<file path="config.mk">
export PLATFORM = sky130hd
export DESIGN_NAME = r_station
export DESIGN_NICKNAME = d
export VERILOG_FILES = /design/src/rtl/r_station.sv
export SDC_FILE = /design/constraint.sdc
export NUM_CORES = 1
export LEC_CHECK = 0
export BUFFER_PORTS_ARGS = -buffer_cell sky130_fd_sc_hd__buf_4
export CORE_ASPECT_RATIO = 0.6
export CORE_MARGIN = 5
export CORE_UTILIZATION = 33
export CTS_BUF_LIST = sky130_fd_sc_hd__clkbuf_16
export DETAILED_ROUTE_END_ITERATION = 10
export PLACE_DENSITY = 0.51
export SYNTH_ARGS = -nofsm -noshare
export SYNTH_HDL_FRONTEND = slang
export SYNTH_SLANG_ARGS = --single-unit
</file>
<file path="constraint.sdc">
create_clock -name clk -period 5.3 [get_ports clk]
set_input_delay 1.06 -clock clk [delete_from_list [all_inputs] [get_ports clk]]
set_output_delay 1.06 -clock clk [all_outputs]
set_load 0.05 [all_outputs]
</file>
<file path="src/rtl/r_station.sv">
// In-order reservation station: buffers decoded ALU micro-ops, issues one per
// cycle to the regfile, hands the issued op to the execute slot one cycle later,
// and replays an op whose flag write lost to an RMW flag write.
module r_station #(
    parameter int DEPTH = 4,
    parameter int OP_W  = 5
) (
    input  logic                     clk,
    input  logic                     rst_n,
    input  logic                     id_valid,
    output logic                     id_ready,
    input  logic [2:0]               id_a,
    input  logic [2:0]               id_b,
    input  logic [2:0]               id_d,
    input  logic                     id_d_wr,
    input  logic                     id_sf_wr,
    input  logic [OP_W-1:0]          id_op,
    input  logic [15:0]              id_pc,
    output logic [2:0]               r_a_addr,
    output logic [2:0]               r_b_addr,
    output logic [15:0]              r_pc,
    output logic                     iss_valid,
    output logic                     ex_valid,
    output logic [OP_W-1:0]          alu_op,
    output logic                     alu_d_wr,
    output logic [2:0]               alu_d_adr,
    output logic                     alu_sf_wr,
    input  logic                     conflict_sf,
    output logic [$clog2(DEPTH):0]   occupancy
);

    localparam int PTR_W = $clog2(DEPTH);
    localparam int CNT_W = PTR_W + 1;

    typedef struct packed {
        logic [2:0]      a;
        logic [2:0]      b;
        logic [2:0]      d;
        logic            d_wr;
        logic            sf_wr;
        logic [OP_W-1:0] op;
        logic [15:0]     pc;
    } uop_t;

    // Queue storage and control
    uop_t             mem [DEPTH];
    logic [PTR_W-1:0] rd_ptr;
    logic [PTR_W-1:0] wr_ptr;
    logic [CNT_W-1:0] count;

    // Issue stage (combinational select) and replay holding register
    uop_t             iss_p0;
    logic             vld_p0;
    logic             from_head_p0;
    uop_t             rpl_p0;
    logic             rpl_vld_p0;

    // Execute stage register
    uop_t             ex_p1;
    logic             vld_p1;

    logic             push;
    logic             pop;
    logic             conflict;
    uop_t             id_uop;

    assign id_uop = '{a: id_a, b: id_b, d: id_d, d_wr: id_d_wr,
                      sf_wr: id_sf_wr, op: id_op, pc: id_pc};

    // A full queue refuses a push even if the head pops in the same cycle.
    assign id_ready = rst_n & (count < CNT_W'(DEPTH));
    assign push     = id_valid & id_ready;
    // A conflict only means something while the execute slot holds a real op.
    assign conflict = conflict_sf & vld_p1;
    // The head leaves only when it issued and the cycle was not squashed.
    assign pop      = from_head_p0 & ~conflict;

    // Issue select: pending replay first, then queue head, else an idle slot.
    always_comb begin
        iss_p0       = '0;
        vld_p0       = 1'b0;
        from_head_p0 = 1'b0;
        if (rst_n) begin
            if (rpl_vld_p0) begin
                iss_p0 = rpl_p0;
                vld_p0 = 1'b1;
            end else if (count != '0) begin
                iss_p0       = mem[rd_ptr];
                vld_p0       = 1'b1;
                from_head_p0 = 1'b1;
            end
        end
    end

    // Control state: pointers, occupancy, execute-valid and replay-valid.
    always_ff @(posedge clk) begin
        if (!rst_n) begin
            rd_ptr     <= '0;
            wr_ptr     <= '0;
            count      <= '0;
            vld_p1     <= 1'b0;
            rpl_vld_p0 <= 1'b0;
        end else begin
            if (push) begin
                wr_ptr <= wr_ptr + PTR_W'(1);
            end
            if (pop) begin
                rd_ptr <= rd_ptr + PTR_W'(1);
            end
            case ({push, pop})
                2'b10:   count <= count + CNT_W'(1);
                2'b01:   count <= count - CNT_W'(1);
                default: count <= count;
            endcase
            if (conflict) begin
                // Failed op parks in replay; the execute slot becomes a bubble.
                rpl_vld_p0 <= 1'b1;
                vld_p1     <= 1'b0;
            end else begin
                vld_p1 <= vld_p0;
                if (vld_p0 && !from_head_p0) begin
                    rpl_vld_p0 <= 1'b0;
                end
            end
        end
    end

    // Datapath registers: queue writes, replay capture and execute load.
    always_ff @(posedge clk) begin
        if (push) begin
            mem[wr_ptr] <= id_uop;
        end
        if (conflict) begin
            rpl_p0 <= ex_p1;
        end else begin
            ex_p1 <= iss_p0;
        end
    end

    assign r_a_addr  = iss_p0.a;
    assign r_b_addr  = iss_p0.b;
    assign r_pc      = iss_p0.pc;
    assign iss_valid = vld_p0;

    assign ex_valid  = vld_p1;
    assign alu_op    = ex_p1.op;
    assign alu_d_adr = ex_p1.d;
    assign alu_d_wr  = rst_n & vld_p1 & ex_p1.d_wr;
    assign alu_sf_wr = rst_n & vld_p1 & ex_p1.sf_wr;

    assign occupancy = count;

endmodule

</file>
* After elaboration in Yosys (flattened, before gate mapping)
Memory sizes are Yosys's and may differ from the RTL's. A register that Yosys moved wholly into a read port is not among the register bits.
Index checks and enable logic that the tools add are counted.
** Storage, ports and cells
- Logic and storage cells :: 57
- Output and inout port bits :: 38
- Bits in registers :: 73
- Input port bits :: 36
- Memories kept :: 1
- Bits in writable memories :: 128
** Memory list
- mem :: words 4, bits a word 32, read ports 1, clocked after memory_dff 1, wr ports 1, RTL line 46 : uop_t mem [DEPTH];
** Cells by class
- Add/sub/neg operators :: 4
- Order comparisons :: 1
- Reduce and logical (&&, ||, !) cells :: 6
- Equal/unequal tests :: 2
- Bitwise logic cells :: 9
- Mux-type cells :: 15
** Operators with widths (count)
- $mux W32 :: 3
- $mux W1 :: 9
- $and A1 B1 Y1 :: 7
- $pmux W3 S2 :: 1
- $add A2 B1 Y2 const B :: 2
- $mux W2 :: 2
- $reduce_bool A2 Y1 :: 2
- $add A3 B1 Y3 const B :: 1
- $lt A3 B3 Y1 const B :: 1
- $reduce_bool A3 Y1 :: 1
- $sub A3 B1 Y3 const B :: 1
- $eq A2 B1 Y1 const B :: 1
- $eq A2 B2 Y1 const B :: 1
- $not A1 Y1 :: 2
- $reduce_or A2 Y1 :: 1
- $logic_and A1 B1 Y1 :: 1
- $logic_not A1 Y1 :: 1

* Longest topological paths before layout
- Depth in word-level cells :: 8
- Mapped depth :: 8
- Depth with buffers taken out :: 8

* Worst setup path before layout
No wires, ideal clock.
- Path type :: input-to-reg
- Start point :: input conflict_sf
- End point :: register count[2] (netlist: occupancy[2])
- Required time :: 5.229 ns
- Setup slack :: 1.332 ns
- Cell stages on the path :: 8
- Data arrival time :: 3.898 ns
- Path through :: nand2_1 -> inv_1 -> nor4_1 -> ha_1 -> fa_1 -> xnor2_1 -> or3_1 -> a21oi_1
** Between the ends
- Longest elaborated chain between the ends :: 5
- Elaborated cells on any way between the ends :: 7
- Those cells by class :: eq/ne: 2; mux: 1; bitwise: 3; reduce/logical: 1
** RTL lines
- start: declaration :: RTL line 28 : input logic conflict_sf,
- $and A1 B1 Y1 * :: RTL line 74 : assign conflict = conflict_sf & vld_p1;
- named net conflict :: RTL line 64 : logic conflict;
- $not A1 Y1 * :: RTL line 76 : assign pop = from_head_p0 & ~conflict;
- $and A1 B1 Y1 * :: RTL line 76
- named net pop :: RTL line 63 : logic pop;
- $eq A2 B1 Y1 or $eq A2 B2 Y1 (tied branches) :: RTL line 110 : case ({push, pop})
- $pmux W3 S2 or $reduce_bool A2 Y1 (tied branches)
- end signal: assignment :: RTL line 111 : 2'b10: count <= count + CNT_W'(1);
- end signal: assignment :: RTL line 112 : 2'b01: count <= count - CNT_W'(1);
- end signal: assignment :: RTL line 113 : default: count <= count;
- end: declaration :: RTL line 49 : logic [CNT_W-1:0] count;
Mark *: on every way through the listed nets, which the timed path passes. The rest lies on a longest branch.
A chain may end at the register's enable or synchronous reset.

* Worst setup path in the final report
- Start point :: input rst_n
- End point :: output r_pc[8]
** Between the ends
- Longest elaborated chain between the ends :: 1
** RTL lines
- start: declaration :: RTL line 9 : input logic rst_n,
- $mux W32 :: RTL line 83 : if (rst_n) begin
- end: declaration :: RTL line 21 : output logic [15:0] r_pc,
No other way between the ends.

==> results_dict.tcl <==
set metrics [dict create \
    critical_path.top_delay_family "simple AND/OR/NAND/NOR gates" \
    drt_wl_total_um 15450 \
    antenna_found_initial 0 \
    fp.dieW_um 204.4 \
    ant_nets 0 \
    grt_overflow 0 \
    dp_cells 699 \
    worstPathArrival_ns 2.87 \
    ys_warn_count 0 \
    synth_fp_nets 380 \
    wire_per_inst_um 21.03 \
    finalMaxSlewViolations 0 \
    ios 74 \
    dp_hpwl_um 8775 \
    worstPathMaxFanout 32 \
    drc 0 \
    layout_min_cycle_time_ns 3.932 \
    start_util 0.3375 \
    post_synth_num_cell_types 30 \
    hold_buffers 0 \
    tightest_slew_ns 1.068 \
    grt_pass1_vias 3800 \
    endpoint_kind "output pin" \
    layout.cells.non_filler 735 \
    clkLatencyLatePin_ns 0.49 \
    slew_headroom 0.2865 \
    required_ns 4.24 \
    rows 42 \
    drtPass1Iterations 6 \
    crit_buf_inv 3 \
    cpMaxStageDelayCell "nor2_4" \
    drive_above_1_share 0.3419 \
    async_flop_share 0 \
    clockRootBuffer "clkbuf_16" \
    fin_nets 455 \
    setup_viol 0 \
    p_per_area_mw_per_mm2 508.8 \
    fmax_mhz 254.3 \
    seq_area_frac_synth 0.7999 \
    period_share 0.7420 \
    min_path_type "flip-flop to flip-flop" \
    synth-edff-count 192 \
    reg2reg_to "occupancy[2]" \
    clk_pin_slew_ns 0.06 \
    grt_pass1_wl_um 23390 \
    crit_chain "buf_4 > inv_1 > nor2_4 > a22o_1 > buf_4" \
    area_growth_pct 19.06 \
    grt_max_degree 37 \
    synth_area_mm2 0.007483 \
    via_per_inst 4.780 \
    min_to "rpl_p0[31]" \
    drt_iter0_drc 241 \
    cts.path.max_buffers 3 \
    fin_setup_tns_ns 0 \
    r2r_slack_ns 2.73 \
    worstHoldStart "ex_p1[31]" \
    cts_tree "built" \
    rr_startpoint "ex_valid" \
    syn_area_per_cell_um2 22.14 \
    crit_path_start_kind "input pin" \
    ys_ff_latch 203 \
    grt_usage 0.1187 \
    clock_skew_ns 0.007792 \
    path_class "input pin to output pin" \
    synthCells 338 \
    reg2reg_depth 8 \
    status "completed" \
    antenna_cells 0 \
    die_h_um 126.6 \
    layout_common_cells "edfxtp_1, buf_4, a22o_1" \
    rsz0062_at_grt "false" \
    hold_viol_final 0 \
    numCtsBuffers 20 \
    port_buffers 73 \
    crit_path_frequent_cell "buf_4" \
    p_leak_nw 3.064 \
    vias 3513 \
    dieArea_mm2 0.02589 \
    core_mm2 0.02218 \
    gp_congestion 0.6676 \
    htree_levels 1 \
    post-cts-setup-buffers 0 \
    cts.sinks 203 \
    hold_depth 0 \
    synthFlopType "edfxtp_1" \
    cap_violations 0 \
    cts-resized-gates 0 \
    ir_worst_vdd_mv 0.2343 \
    final_common_cell "edfxtp_1" \
    critPathMaxStageDelay_ns 0.90 \
]
state kept, by name (all words and copies together), names as in the netlist, named ones only:
name / cells
mem: 128
rpl_p0: 32
ex_p1: 24
alu_op: 5
alu_d_adr: 3
occupancy: 3
rd_ptr: 2
wr_ptr: 2
ex_valid: 1
rpl_vld_p0: 1
kinds of logic after synthesis:
family                     count (synthesis)  synth area share
DFF                                      203            0.7999
AOI/OAI and AO/OA                         39           0.04280
muxes                                     34           0.09998
buffers and inverters                     29           0.02391
and+or+nand+nor                           24           0.01890
adders and majority gates                  6           0.01104
xor gates and xnor gates                   3          0.003512
per-stage QoR:
step	instance area (um^2)	setup slack (ns)	power, mW	hold WS (ns)	utilization
floorplan	7483	1.332	2.958	0.4003	-
global placement	8307	1.412	3.265	0.4013	0.3746
detailed placement	8307	1.354	3.278	0.4052	0.3746
CTS	8910	1.352	4.606	0.4164	0.4018
global route	8910	1.256	4.737	0.4199	0.4018
finish	8910	1.368	4.534	0.4141	0.4018
worst reg2reg max path, cell delays in order, from the launching register on:
cell,delay (ns)
dfxtp_1,0.37
nand2_2,0.07
inv_2,0.66
nor4_1,0.14
ha_1,0.27
fa_1,0.40
xnor2_1,0.15
or3_1,0.31
a21oi_1,0.14
layout make-up:
class | instances | area, um^2
Fill cell | 2026 | 13270
Sequential cell | 203 | 5988
Multi-Input combinational cell | 106 | 1340
Clock buffer | 21 | 525.5
Clock inverter | 15 | 77.57
Inverter | 6 | 22.52
Tap cell | 308 | 385.4
Timing Repair Buffer | 76 | 570.5
how the worst max path moves through the flow:
stage,cells after the start,to,startpoint,slack (ns)
floorplan,8,occupancy[2],conflict_sf,1.33
global placement,5,r_pc[8],rst_n,1.41
detailed placement,5,r_pc[12],rst_n,1.35
CTS,5,r_pc[12],rst_n,1.35
global route,5,r_pc[12],rst_n,1.26
finish,5,r_pc[8],rst_n,1.37
where the power goes:
group          internal, mW  switching (mW)
clock network         0.720           0.590
registers              2.07           0.137
logic                 0.350           0.663
synthesized netlist by cell type (all sizes together), types with 3 or more instances:
cell type	instances	area (um^2)
a22o	32	280.3
a21oi	4	20.02
nor2	6	22.52
nand2	3	11.26
buf	21	148.9
inv	6	22.52
ha	5	62.56
dfxtp	11	220.2
edfxtp	192	5766
mux4	32	728.2
and2	5	31.28
per-layer routing:
layer  GRT usage  wire, um
met5           0         0
met4     0.02283       257
met3     0.03061       857
met2      0.1857      7047
met1      0.1706      7292
Power figures use the tool's default switching activity.
